--- src/rtl/sdram_ahb_slave.sv ---
// ---------------------------------------------------------------------------
// sdram_ahb_slave
//
// AHB-Lite slave front end for an SDRAM controller core. Each accepted AHB
// transfer is turned into a single command (sd_req/sd_we/sd_addr/sd_wdata/
// sd_be). The command is held until the core acknowledges it with sd_ack.
// Read data returns on sd_rvalid and is then presented on hrdata.
//
// Parameters
//   AW : SDRAM word-address width (sd_addr = haddr[AW+1:2])
//   DW : data width, only 32 is supported
//
// Ports
//   clk, rst             : single clock, asynchronous active-high reset
//   haddr .. hready      : AHB-Lite slave inputs (hburst is ignored)
//   hrdata, hreadyout,
//   hresp                : AHB-Lite slave outputs
//   sd_req .. sd_be      : command towards the SDRAM core
//   sd_ack, sd_rdata,
//   sd_rvalid            : command accept strobe and read return from the core
//
// Configuration
//   SDRAM_AHB_SLAVE_ERR_EN : when defined, misaligned transfers, hsize > 2 and
//                            addresses beyond the SDRAM get a two-cycle ERROR
//                            response. When undefined, hresp is tied to 0,
//                            misaligned low address bits are masked, hsize > 2
//                            is handled as a word and upper address bits are
//                            ignored.
// ---------------------------------------------------------------------------
module sdram_ahb_slave #(
    parameter int AW = 22,
    parameter int DW = 32
) (
    input  logic          clk,
    input  logic          rst,
    input  logic [31:0]   haddr,
    input  logic [31:0]   hwdata,
    input  logic          hwrite,
    input  logic [1:0]    htrans,
    input  logic [2:0]    hsize,
    input  logic [2:0]    hburst,
    input  logic          hsel,
    input  logic          hready,
    output logic [31:0]   hrdata,
    output logic          hreadyout,
    output logic          hresp,
    output logic          sd_req,
    output logic          sd_we,
    output logic [AW-1:0] sd_addr,
    output logic [DW-1:0] sd_wdata,
    output logic [3:0]    sd_be,
    input  logic          sd_ack,
    input  logic [DW-1:0] sd_rdata,
    input  logic          sd_rvalid
);

    typedef enum logic [2:0] {
        IDLE,
        WDATA,
        CMD,
        RDWAIT,
        ERR1,
        ERR2
    } state_t;

    state_t          state_q, state_d;
    logic            we_q, we_d;
    logic [AW-1:0]   addr_q, addr_d;
    logic [3:0]      be_q, be_d;
    logic [DW-1:0]   wdata_q, wdata_d;
    logic [31:0]     hrdata_q, hrdata_d;

    logic            accept;
    logic            xferErr;
    logic            readDone;
    logic [3:0]      byteEn;
    logic            unusedBits;

    // hburst and htrans[0] carry no meaning for a single-beat slave, and the
    // upper address bits only matter in the error-checking build. Folding them
    // into one named signal documents that they are deliberately left unused.
    assign unusedBits = ^{hburst, htrans[0], haddr};

    // A new address phase is only taken when the previous data phase is
    // completing on this slave, i.e. in IDLE or in the last ERROR cycle. In
    // every other state the master sees hready low, so even a NONSEQ on the
    // bus is still waiting and must not be sampled.
    assign accept = hsel && hready && htrans[1] &&
                    ((state_q == IDLE) || (state_q == ERR2));

    // Read data is taken either in the acknowledge cycle itself (core answers
    // immediately) or later while waiting in RDWAIT. A stray sd_rvalid in any
    // other state is ignored.
    assign readDone = ((state_q == CMD) && sd_ack && !we_q && sd_rvalid) ||
                      ((state_q == RDWAIT) && sd_rvalid);

    // Byte lane enables from the transfer size. The shift amounts only use the
    // address bits that are meaningful for that size, so misaligned low bits
    // are masked off naturally; any size above a word is treated as a word.
    always_comb begin
        byteEn = 4'b1111;
        case (hsize)
            3'd0:    byteEn = 4'b0001 << haddr[1:0];
            3'd1:    byteEn = 4'b0011 << {haddr[1], 1'b0};
            default: byteEn = 4'b1111;
        endcase
    end

`ifdef SDRAM_AHB_SLAVE_ERR_EN
    // Transfers the SDRAM cannot represent faithfully are rejected: oversize
    // beats, misaligned halves and words, and addresses above the SDRAM.
    always_comb begin
        xferErr = 1'b0;
        if (hsize > 3'd2) begin
            xferErr = 1'b1;
        end
        if ((hsize == 3'd1) && haddr[0]) begin
            xferErr = 1'b1;
        end
        if ((hsize == 3'd2) && (haddr[1:0] != 2'b00)) begin
            xferErr = 1'b1;
        end
        if ((haddr >> (AW + 2)) != '0) begin
            xferErr = 1'b1;
        end
    end
`else
    // Without error checking every accepted transfer is forwarded.
    assign xferErr = 1'b0;
`endif

    // State register. Reset drops straight back to IDLE, which removes sd_req
    // immediately and abandons whatever transfer was in flight.
    always_ff @(posedge clk or posedge rst) begin
        if (rst) begin
            state_q <= IDLE;
        end else begin
            state_q <= state_d;
        end
    end

    // Next-state and handshake outputs. hreadyout is high only when a data
    // phase is finishing (IDLE or the second ERROR cycle); sd_req is high for
    // exactly the cycles spent in CMD, so it stays asserted until sd_ack.
    always_comb begin
        state_d   = state_q;
        hreadyout = 1'b0;
        hresp     = 1'b0;
        sd_req    = 1'b0;
        case (state_q)
            IDLE, ERR2: begin
                hreadyout = 1'b1;
                state_d   = IDLE;
                if (accept) begin
                    if (xferErr) begin
                        state_d = ERR1;
                    end else if (hwrite) begin
                        state_d = WDATA;
                    end else begin
                        state_d = CMD;
                    end
                end
            end
            WDATA: begin
                state_d = CMD;
            end
            CMD: begin
                sd_req = 1'b1;
                if (sd_ack) begin
                    if (we_q || sd_rvalid) begin
                        state_d = IDLE;
                    end else begin
                        state_d = RDWAIT;
                    end
                end
            end
            RDWAIT: begin
                if (sd_rvalid) begin
                    state_d = IDLE;
                end
            end
            ERR1: begin
                state_d = ERR2;
            end
            default: begin
                state_d = IDLE;
            end
        endcase
`ifdef SDRAM_AHB_SLAVE_ERR_EN
        hresp = (state_q == ERR1) || (state_q == ERR2);
`endif
    end

    // Command fields are captured with the address phase and then left alone,
    // so they are stable for the whole time sd_req is high. Write data is
    // taken during the AHB data phase (WDATA), one cycle after the address.
    // hrdata only moves when a read completes and otherwise holds.
    always_comb begin
        we_d     = we_q;
        addr_d   = addr_q;
        be_d     = be_q;
        wdata_d  = wdata_q;
        hrdata_d = hrdata_q;
        if (accept && !xferErr) begin
            we_d   = hwrite;
            addr_d = haddr[AW+1:2];
            be_d   = byteEn;
        end
        if (state_q == WDATA) begin
            wdata_d = DW'(hwdata);
        end
        if (readDone) begin
            hrdata_d = 32'(sd_rdata);
        end
    end

    // Datapath registers, all cleared by reset so the command bus is quiet
    // and hrdata reads zero until the first read completes.
    always_ff @(posedge clk or posedge rst) begin
        if (rst) begin
            we_q     <= 1'b0;
            addr_q   <= '0;
            be_q     <= 4'b0000;
            wdata_q  <= '0;
            hrdata_q <= 32'd0;
        end else begin
            we_q     <= we_d;
            addr_q   <= addr_d;
            be_q     <= be_d;
            wdata_q  <= wdata_d;
            hrdata_q <= hrdata_d;
        end
    end

    assign sd_we    = we_q;
    assign sd_addr  = addr_q;
    assign sd_be    = be_q;
    assign sd_wdata = wdata_q;
    assign hrdata   = hrdata_q;

endmodule
--- config.mk ---
export PLATFORM = sky130hd
export DESIGN_NAME = sdram_ahb_slave
export DESIGN_NICKNAME = d
export VERILOG_FILES = /design/src/rtl/sdram_ahb_slave.sv
export SDC_FILE = /design/constraint.sdc
export NUM_CORES = 1
export LEC_CHECK = 0
export CORE_AREA = 2 2 136 72
export CTS_BUF_LIST = sky130_fd_sc_hd__clkbuf_16
export DETAILED_ROUTE_END_ITERATION = 6
export DIE_AREA = 0 0 138 74
export PLACE_DENSITY = 0.83
export SYNTH_ARGS = -nofsm -noshare
export SYNTH_HDL_FRONTEND = slang
export SYNTH_SLANG_ARGS = --single-unit
--- constraint.sdc ---
create_clock -name clk -period 8.8 [get_ports clk]
set_clock_uncertainty 0.1 [all_clocks]
set_input_delay 2.64 -clock clk [delete_from_list [all_inputs] [get_ports clk]]
set_output_delay 2.64 -clock clk [all_outputs]
set_load 0.005 [all_outputs]
==> results.py, run 1 <==
metrics = {
    "outcome": {
        "status": "finished, final reports clean",
    },
    "grt": {
        "grt_use_met1_pct": 21.9,
        "antenna_found_initial": 0,
        "use_met2_pct": 29.2,
        "gr-usage-met3_pct": 10.0,
        "grt_overflow": 0,
        "grt_util_all_layers_pct": 18.1,
        "gr-max-usage-layer": "met2",
        "grt_max_degree": 92,
        "grt_pass1_vias": 2714,
        "grt_pass1_wl_um": 14100,
    },
    "route": {
        "drcViolationCount": 0,
        "wl_um": 8950,
        "routedWlPerCell_um": 16.4,
        "ant_nets": 0,
        "first_iter_violations": 67,
        "via_count": 2571,
        "drt-vias-per-instance": 4.73,
        "drtPass1Iterations": 4,
    },
    "final_layout": {
        "syn_to_final_growth_pct": 61.6,
        "n_fill_cell": 668,
        "final_cell_mix": "191 x clkdlybuf4s50_1, 94 x dfrtp_1, 82 x mux2_2, 9 x clkbuf_16, 8 x mux2_4",
        "final_nets": 529,
        "layout_commonest_cell": "clkdlybuf4s50_1",
        "antennaDiodeCount": 0,
        "drive_above_1_share_pct": 26.5,
    },
    "synth": {
        "ys_types": 26,
        "synth-warning-count": 0,
        "synth_top_area_share_pct": 63.7,
        "syn_nets": 336,
        "yosysTopAreaCell": "dfrtp_1",
        "ys_ff_latch": 94,
        "ys_seq_area_share_pct": 63.7,
        "avgSynthCellArea_um2": 16.4,
        "netlist_instances": 225,
        "synthTopCellsByArea": "dfrtp_1 64%, mux2_2 25%, mux2_4 3.3%",
        "synth_area_mm2": 0.00369,
    },
    "clocking": {
        "clockBufferDepth": 2,
        "h-tree-depth": 3,
        "cts_tree": "built",
        "path_clk_slew_ns": 0.06,
        "cts_num_sinks": 94,
        "numCtsBuffers": 9,
        "clockRootBuffer": "clkbuf_16",
        "cts_setup_buffers": 0,
        "cts_hold_buf": 0,
        "cts-resized-gates": 0,
        "clk_latency_ns": 0.33,
    },
    "timing": {
        "setup_slack_ns": 4.26,
        "rsz0062_at_grt": "no",
        "tightest_slew_ns": 1.15,
        "fmax_mhz": 220,
        "finalHoldViolations": 0,
        "period_needed_ns": 4.54,
        "fin_tns_setup_ns": 0,
        "setup-violations-final": 0,
        "maxSlewViolCount": 0,
        "hold_ws_ns": 0.405,
        "max_slew_margin_pct": 23.3,
        "layout_worst_path_cycle_share_pct": 51.6,
    },
    "floorplanning": {
        "die_area_mm2": 0.0102,
        "core_mm2": 0.00907,
        "ios": 205,
        "die_h_um": 74,
        "die_x_um": 138,
        "num_rows": 25,
        "start_util_pct": 40.7,
    },
    "placement": {
        "globalplace.congestion": 0.773,
        "portBuffers": 191,
        "pre_cts_ws_ns": 4.03,
        "hpwl_um": 6670,
    },
    "critical_path": {
        "ff2ff_path_depth": 2,
        "end_kind": "output pin",
        "worstPathRequired_ns": 6.06,
        "worstPathCellList": "and2b_1 > nor2b_1 > clkdlybuf4s50_1",
        "critPathSlowestCell": "dfrtp_1",
        "max_stage_delay_ns": 0.53,
        "critPathKind": "reg -> out",
        "start_kind": "flop",
        "cp_max_fo": 7,
        "critPathArrivalTime_ns": 1.80,
    },
    "worst_hold_path": {
        "hold_depth": 1,
        "hold_class": "reg -> reg",
    },
    "power_and_ir_drop": {
        "p_leak_uw": 0.00249,
        "total_power_uw": 1910,
        "powerDensity_mw_per_mm2": 319,
        "ir_drop_v": 0.000225,
    },
    "flow_run": {
        "max_cap_viol_count": 0,
    },
}
[metal layers]
layer | vias to the layer above | routed length (um)
met5 | - | 0
met4 | 0 | 42
met3 | 4 | 966
met2 | 119 | 4170
met1 | 1273 | 3770
li1 | 1175 | -
[flip-flops by register name, indices dropped and copies added, names as in the netlist]
register,flops
hrdata,32
sd_addr,22
sd_be,4
sd_wdata,32
sd_we,1
state_q,3
[worst paths after layout]
path / to / slack [ns] / startpoint
min reg2reg: sd_be[3] / 0.40 / sd_be[3]
min in group asynchronous: sd_addr[2] / 2.43 / rst
max reg2reg: hrdata[21] / 6.75 / state_q[0]
max in group asynchronous: sd_addr[11] / 4.86 / rst
min: sd_be[3] / 0.40 / sd_be[3]
max: sd_req / 4.26 / state_q[1]
[cells in the mapped netlist]
library cell / number
o21a_1: 1
nor3b_2: 1
o211ai_2: 1
buf_6: 2
nor3_2: 1
mux2_1: 1
o22ai_1: 1
dfrtp_1: 94
mux2_4: 8
and2b_1: 1
mux2_2: 82
clkbuf_2: 1
xor2_1: 1
nor2_1: 3
conb_1: 1
o21ai_0: 4
nor3b_1: 1
nor2b_1: 3
a221o_1: 1
buf_4: 8
a22oi_1: 1
buf_12: 1
o2bb2ai_1: 1
nand3_1: 1
inv_1: 4
nand2_1: 1
[cell families after synthesis]
kind of cell / synth area share, %
simple gates: 2.07
xor+xnor: 0.237
other cells: 0.102
compound gates: 1.97
mux: 28.6
flops: 63.7
buf+inv: 3.32
[area by class of cell]
cell class                      count  area [um^2]  area share [%]
Sequential cell                    94         2350            39.4
Tap cell                          121          151            2.54
Timing Repair Buffer              194         1930            32.4
Clock buffer                        9          225            3.78
Inverter                            4         17.5           0.294
Clock inverter                      7         47.5           0.797
Multi-Input combinational cell    115         1240            20.7
[power breakdown]
group | switching [uW] | internal, uW
registers | 115 | 643
clock network | 161 | 192
logic | 220 | 574
total | 496 | 1410
[metrics by stage]
| step | utilization, % | instance area (um^2) | cells |
|---|---|---|---|
| 2_1_floorplan | - | 3690 | 225 |
| 4_1_cts | 65.8 | 5970 | 544 |
| 3_5_place_dp | 62.8 | 5690 | 528 |
| 3_3_place_gp | 62.8 | 5690 | 528 |
| 5_1_grt | 65.8 | 5970 | 544 |
| 6_report | 65.8 | 5970 | 544 |
[worst max-delay path: cells and delay by family (launching register included)]
family / cells / cell delay [ns]
DFF: 1 / 0.53
buffers and inverters: 1 / 0.53
and+or+nand+nor: 2 / 0.40
No activity file was read; power rests on OpenSTA's default activity.
==> run 2: changes to the inputs <==
==> config.mk (replaced) <==
export PLATFORM = sky130hd
export DESIGN_NAME = sdram_ahb_slave
export DESIGN_NICKNAME = d
export VERILOG_FILES = /design/src/rtl/sdram_ahb_slave.sv
export SDC_FILE = /design/constraint.sdc
export NUM_CORES = 1
export LEC_CHECK = 0
export CORE_AREA = 2 2 141 74
export CTS_BUF_LIST = sky130_fd_sc_hd__clkbuf_16
export DETAILED_ROUTE_END_ITERATION = 6
export DIE_AREA = 0 0 143 76
export PLACE_DENSITY = 0.78
export SYNTH_ARGS = -nofsm -noshare
export SYNTH_HDL_FRONTEND = slang
export SYNTH_SLANG_ARGS = --single-unit
==> constraint.sdc (replaced) <==
create_clock -name clk -period 4.3 [get_ports clk]
set_clock_uncertainty 0.1 [all_clocks]
set_input_delay 1.29 -clock clk [delete_from_list [all_inputs] [get_ports clk]]
set_output_delay 1.29 -clock clk [all_outputs]
set_load 0.005 [all_outputs]
==> results.py, run 2 (synthesis gave the netlist of run 1 again) <==
metrics = {
    "clocking": {
        "cts_hold_buf": 0,
        "cts_tree": "built",
        "numCtsBuffers": 9,
        "cts_num_sinks": 94,
        "cts-resized-gates": 0,
        "clockBufferDepth": 2,
        "cts_setup_buffers": 0,
        "h-tree-depth": 3,
        "path_clk_slew_ns": 0.06,
        "clockRootBuffer": "clkbuf_16",
        "clk_latency_ns": 0.33,
    },
    "placement": {
        "portBuffers": 191,
        "hpwl_um": 6630,
        "postPlaceCellArea_mm2": 0.00574,
        "globalplace.congestion": 0.704,
        "dpl.cell_count": 549,
    },
    "power_and_ir_drop": {
        "intPower_uw": 3050,
        "ir_drop_v": 0.000350,
        "powerDensity_mw_per_mm2": 667,
        "power_frac_clock_pct": 21.5,
        "swShare_pct": 24.6,
        "power_frac_comb_pct": 40.2,
        "p_leak_uw": 0.00253,
        "pwr-share-seq_pct": 38.3,
        "total_power_uw": 4050,
        "power_switching_uw": 996,
    },
    "critical_path": {
        "critPathArrivalTime_ns": 1.79,
        "critPathKind": "reg -> out",
        "ff2ff_path_depth": 4,
        "worstPathRequired_ns": 2.91,
        "start_kind": "flop",
        "cp_max_fo": 7,
        "end_kind": "output pin",
    },
    "floorplanning": {
        "die_h_um": 76,
        "die_area_mm2": 0.0109,
        "start_util_pct": 37.7,
        "ios": 205,
        "die_x_um": 143,
        "num_rows": 26,
        "core_mm2": 0.00979,
    },
    "final_layout": {
        "utilization_pct": 62.0,
        "finalNonFillerCells": 563,
        "antennaDiodeCount": 0,
        "syn_to_final_growth_pct": 64.5,
        "layout_commonest_cell": "clkdlybuf4s50_1",
        "drive_above_1_share_pct": 26.5,
        "n_fill_cell": 737,
        "final_cell_mix": "191 x clkdlybuf4s50_1, 94 x dfrtp_1, 82 x mux2_2, 9 x clkbuf_16, 8 x mux2_4",
        "final_nets": 531,
        "stdcell_area_mm2": 0.00607,
    },
    "grt": {
        "grt_pass1_vias": 2628,
        "antenna_found_initial": 0,
        "grt_pass1_wl_um": 14100,
        "grt_max_degree": 50,
        "grt_util_all_layers_pct": 17.0,
        "grt_overflow": 0,
    },
    "timing": {
        "period_needed_ns": 3.18,
        "finalHoldViolations": 0,
        "rsz0062_at_grt": "no",
        "fmax_mhz": 315,
        "layout_worst_path_cycle_share_pct": 73.9,
        "maxSlewViolCount": 0,
        "setup-violations-final": 0,
        "tightest_slew_ns": 0.567,
        "max_slew_margin_pct": 62.2,
        "fin_tns_setup_ns": 0,
    },
    "flow_run": {
        "max_cap_viol_count": 0,
    },
    "route": {
        "ant_nets": 0,
        "drt-vias-per-instance": 4.44,
        "first_iter_violations": 70,
        "wl_um": 8900,
        "routedWlPerCell_um": 15.8,
        "drtPass1Iterations": 4,
        "via_count": 2498,
        "drcViolationCount": 0,
    },
    "outcome": {
        "status": "finished, final reports clean",
    },
    "worst_hold_path": {
        "hold_depth": 1,
        "hold_class": "reg -> reg",
    },
}
## run 2: changes by cell type in the layout (fill, tap and decap cells not counted)
cell / change
bufinv_16: +3
clkinv_2: -2
inv_6: -2
buf_12: +1
buf_4: +1
clkinv_1: -1
clkinv_4: -1
inv_1: +1
## run 2: cell type report
| type | instances | area, um^2 | area share (%) |
|---|---|---|---|
| sequential | 94 | 2350 | 38.7 |
| timing repair buffer | 196 | 1960 | 32.3 |
| multi-input combinational | 115 | 1240 | 20.4 |
| clock buffer | 9 | 225 | 3.71 |
| tap | 140 | 175 | 2.89 |
| clock inverter | 5 | 101 | 1.67 |
| inverter | 4 | 17.5 | 0.289 |
## run 2: routing by layer
metal / part of all wire [%] / vias up / track usage, % / wire length, um
li1: - / 1180 / - / -
met1: 43 / 1192 / 21.5 / 3790
met2: 44 / 118 / 25.0 / 3940
met3: 13 / 8 / 9.99 / 1120
met4: 0.56 / 0 / 3.86 / 50
met5: 0 / - / 0 / 0
## run 2: through the flow
stage	setup slack, ns	hold slack (ns)
after floorplan	0.461	0.389
after global placement	1.26	0.382
after detailed placement	1.22	0.384
after CTS	1.09	0.407
after global routing	1.03	0.420
final	1.12	0.398
## run 2: final timing paths
| check | start | end | slack (ns) |
|---|---|---|---|
| max | state_q[1] | sd_req | 1.12 |
| min | hrdata[7] | hrdata[7] | 0.40 |
| max reg2reg | state_q[1] | hrdata[10] | 2.43 |
| min reg2reg | hrdata[7] | hrdata[7] | 0.40 |
| max in group asynchronous | rst | sd_addr[6] | 2.15 |
| min in group asynchronous | rst | sd_wdata[5] | 1.27 |
## run 2: power groups by stage
| stage | clock network, uW | registers [uW] | logic, uW |
|---|---|---|---|
| after floorplan | 0 | 1570 | 540 |
| after global routing | 945 | 1610 | 1750 |
| after global placement | 0 | 1540 | 1620 |
| after CTS | 902 | 1560 | 1660 |
| final | 871 | 1550 | 1630 |
| after detailed placement | 0 | 1560 | 1650 |
## run 2: worst max-delay path: stages, from the launching register on
cell	delay [ns]
dfrtp_1	0.53
and2b_1	0.25
nor2b_1	0.15
clkdlybuf4s50_1	0.53
==> run 3: changes to the inputs <==
==> constraint.sdc (replaced) <==
create_clock -name clk -period 3.1 [get_ports clk]
set_clock_uncertainty 0.1 [all_clocks]
set_input_delay 0.93 -clock clk [delete_from_list [all_inputs] [get_ports clk]]
set_output_delay 0.93 -clock clk [all_outputs]
set_load 0.005 [all_outputs]
==> results.py, run 3 (synthesis gave the netlist of run 1 again) <==
metrics = {
    "worst_hold_path": {
        "hold_class": "reg -> reg",
        "hold_depth": 1,
    },
    "critical_path": {
        "rr_endpoint": "sd_addr[10]",
        "reg2reg_from": "state_q[0]",
        "cp-endpoint": "sd_req",
        "end_kind": "output pin",
        "critPathSlowestCell": "clkdlybuf4s50_1",
        "cp_max_fo": 7,
        "max_stage_delay_ns": 0.54,
        "ff2ff_path_depth": 4,
        "start_kind": "flop",
        "worstPathCellList": "and2b_1 > nor2b_1 > clkdlybuf4s50_1",
        "crit_family": "buffers and inverters",
        "worst-path-buf-inv": 1,
        "critical_path.startpoint": "state_q[1]",
        "reg2reg_slack_ns": 1.26,
        "critPathKind": "reg -> out",
        "cp_num_cells": 3,
        "worstPathRequired_ns": 2.07,
        "critPathArrivalTime_ns": 1.81,
    },
    "final_layout": {
        "syn_to_final_growth_pct": 65.7,
        "stdcell_area_mm2": 0.00611,
        "n_fill_cell": 736,
        "drive_above_1_share_pct": 26.4,
        "final_nets": 531,
        "antennaDiodeCount": 0,
        "regArea_mm2": 0.00235,
        "layout_commonest_cell": "clkdlybuf4s50_1",
        "multi_input_area_mm2": 0.00124,
        "utilization_pct": 62.4,
        "final_cell_mix": "191 x clkdlybuf4s50_1, 94 x dfrtp_1, 82 x mux2_2, 9 x clkbuf_16, 8 x mux2_4",
    },
    "clocking": {
        "cts_num_sinks": 94,
        "path_clk_slew_ns": 0.06,
        "cts_hold_buf": 0,
        "clockRootBuffer": "clkbuf_16",
        "cts_setup_buffers": 0,
        "cts_tree": "built",
        "cts-resized-gates": 0,
        "clockBufferDepth": 2,
        "h-tree-depth": 3,
        "numCtsBuffers": 9,
        "clk_latency_ns": 0.32,
    },
    "timing": {
        "tightest_slew_ns": 0.616,
        "max_slew_margin_pct": 58.8,
        "maxSlewViolCount": 0,
        "setup-violations-final": 0,
        "layout_worst_path_cycle_share_pct": 91.6,
        "finalHoldViolations": 0,
        "period_needed_ns": 2.84,
        "rsz0062_at_grt": "no",
        "fmax_mhz": 352,
        "fin_tns_setup_ns": 0,
    },
    "placement": {
        "globalplace.congestion": 0.733,
        "portBuffers": 191,
        "postPlaceCellArea_mm2": 0.00578,
        "hpwl_um": 6840,
    },
    "grt": {
        "grt_max_degree": 38,
        "antenna_found_initial": 0,
        "grt_overflow": 0,
        "grt_pass1_wl_um": 14500,
        "grt_pass1_vias": 2739,
        "grt_util_all_layers_pct": 17.4,
    },
    "power_and_ir_drop": {
        "ir_drop_v": 0.000434,
        "powerDensity_mw_per_mm2": 922,
        "total_power_uw": 5630,
        "p_leak_uw": 0.00255,
    },
    "floorplanning": {
        "die_x_um": 143,
        "start_util_pct": 37.7,
        "ios": 205,
        "die_h_um": 76,
        "core_mm2": 0.00979,
        "num_rows": 26,
        "die_area_mm2": 0.0109,
    },
    "route": {
        "ant_nets": 0,
        "routedWlPerCell_um": 15.9,
        "first_iter_violations": 60,
        "drtPass1Iterations": 4,
        "drt-vias-per-instance": 4.47,
        "wl_um": 9010,
        "drcViolationCount": 0,
        "via_count": 2525,
    },
    "outcome": {
        "status": "finished, final reports clean",
    },
    "flow_run": {
        "max_cap_viol_count": 0,
    },
}
-- run 3: through the flow --
step	hold WS [ns]	worst slack (ns)	instances
after floorplan	0.389	0.964	225
after global placement	0.379	0.514	549
after detailed placement	0.389	0.488	549
after CTS	0.406	0.217	565
after global routing	0.424	0.154	565
final	0.402	0.261	565
-- run 3: area by class of cell --
class | instances | share of cell area [%]
multi-input combinational | 115 | 20.2
inverter | 4 | 0.307
timing repair buffer | 196 | 32.7
tap | 140 | 2.86
clock inverter | 7 | 1.74
sequential | 94 | 38.5
clock buffer | 9 | 3.68
-- run 3: power by group --
part           total (uW)  leakage [uW]  switching (uW)  internal, uW
clock network        1210      0.000173             433           778
logic                2270       0.00125             625          1640
registers            2160       0.00113             332          1830
-- run 3: worst min path at each step --
stage | startpoint | endpoint
CTS | hrdata[7] | hrdata[7]
detailed placement | hrdata[7] | hrdata[7]
global placement | hrdata[7] | hrdata[7]
floorplan | hrdata[7] | hrdata[7]
global route | sd_wdata[20] | sd_wdata[20]
finish | hrdata[7] | hrdata[7]
-- run 3: routing by layer --
layer	GRT usage, %	vias to the layer above	part of all wire [%]
li1	-	1176	-
met1	21.5	1222	43
met3	8.36	10	10
met2	27.4	117	45
met4	5.05	0	1.0
met5	0	-	0
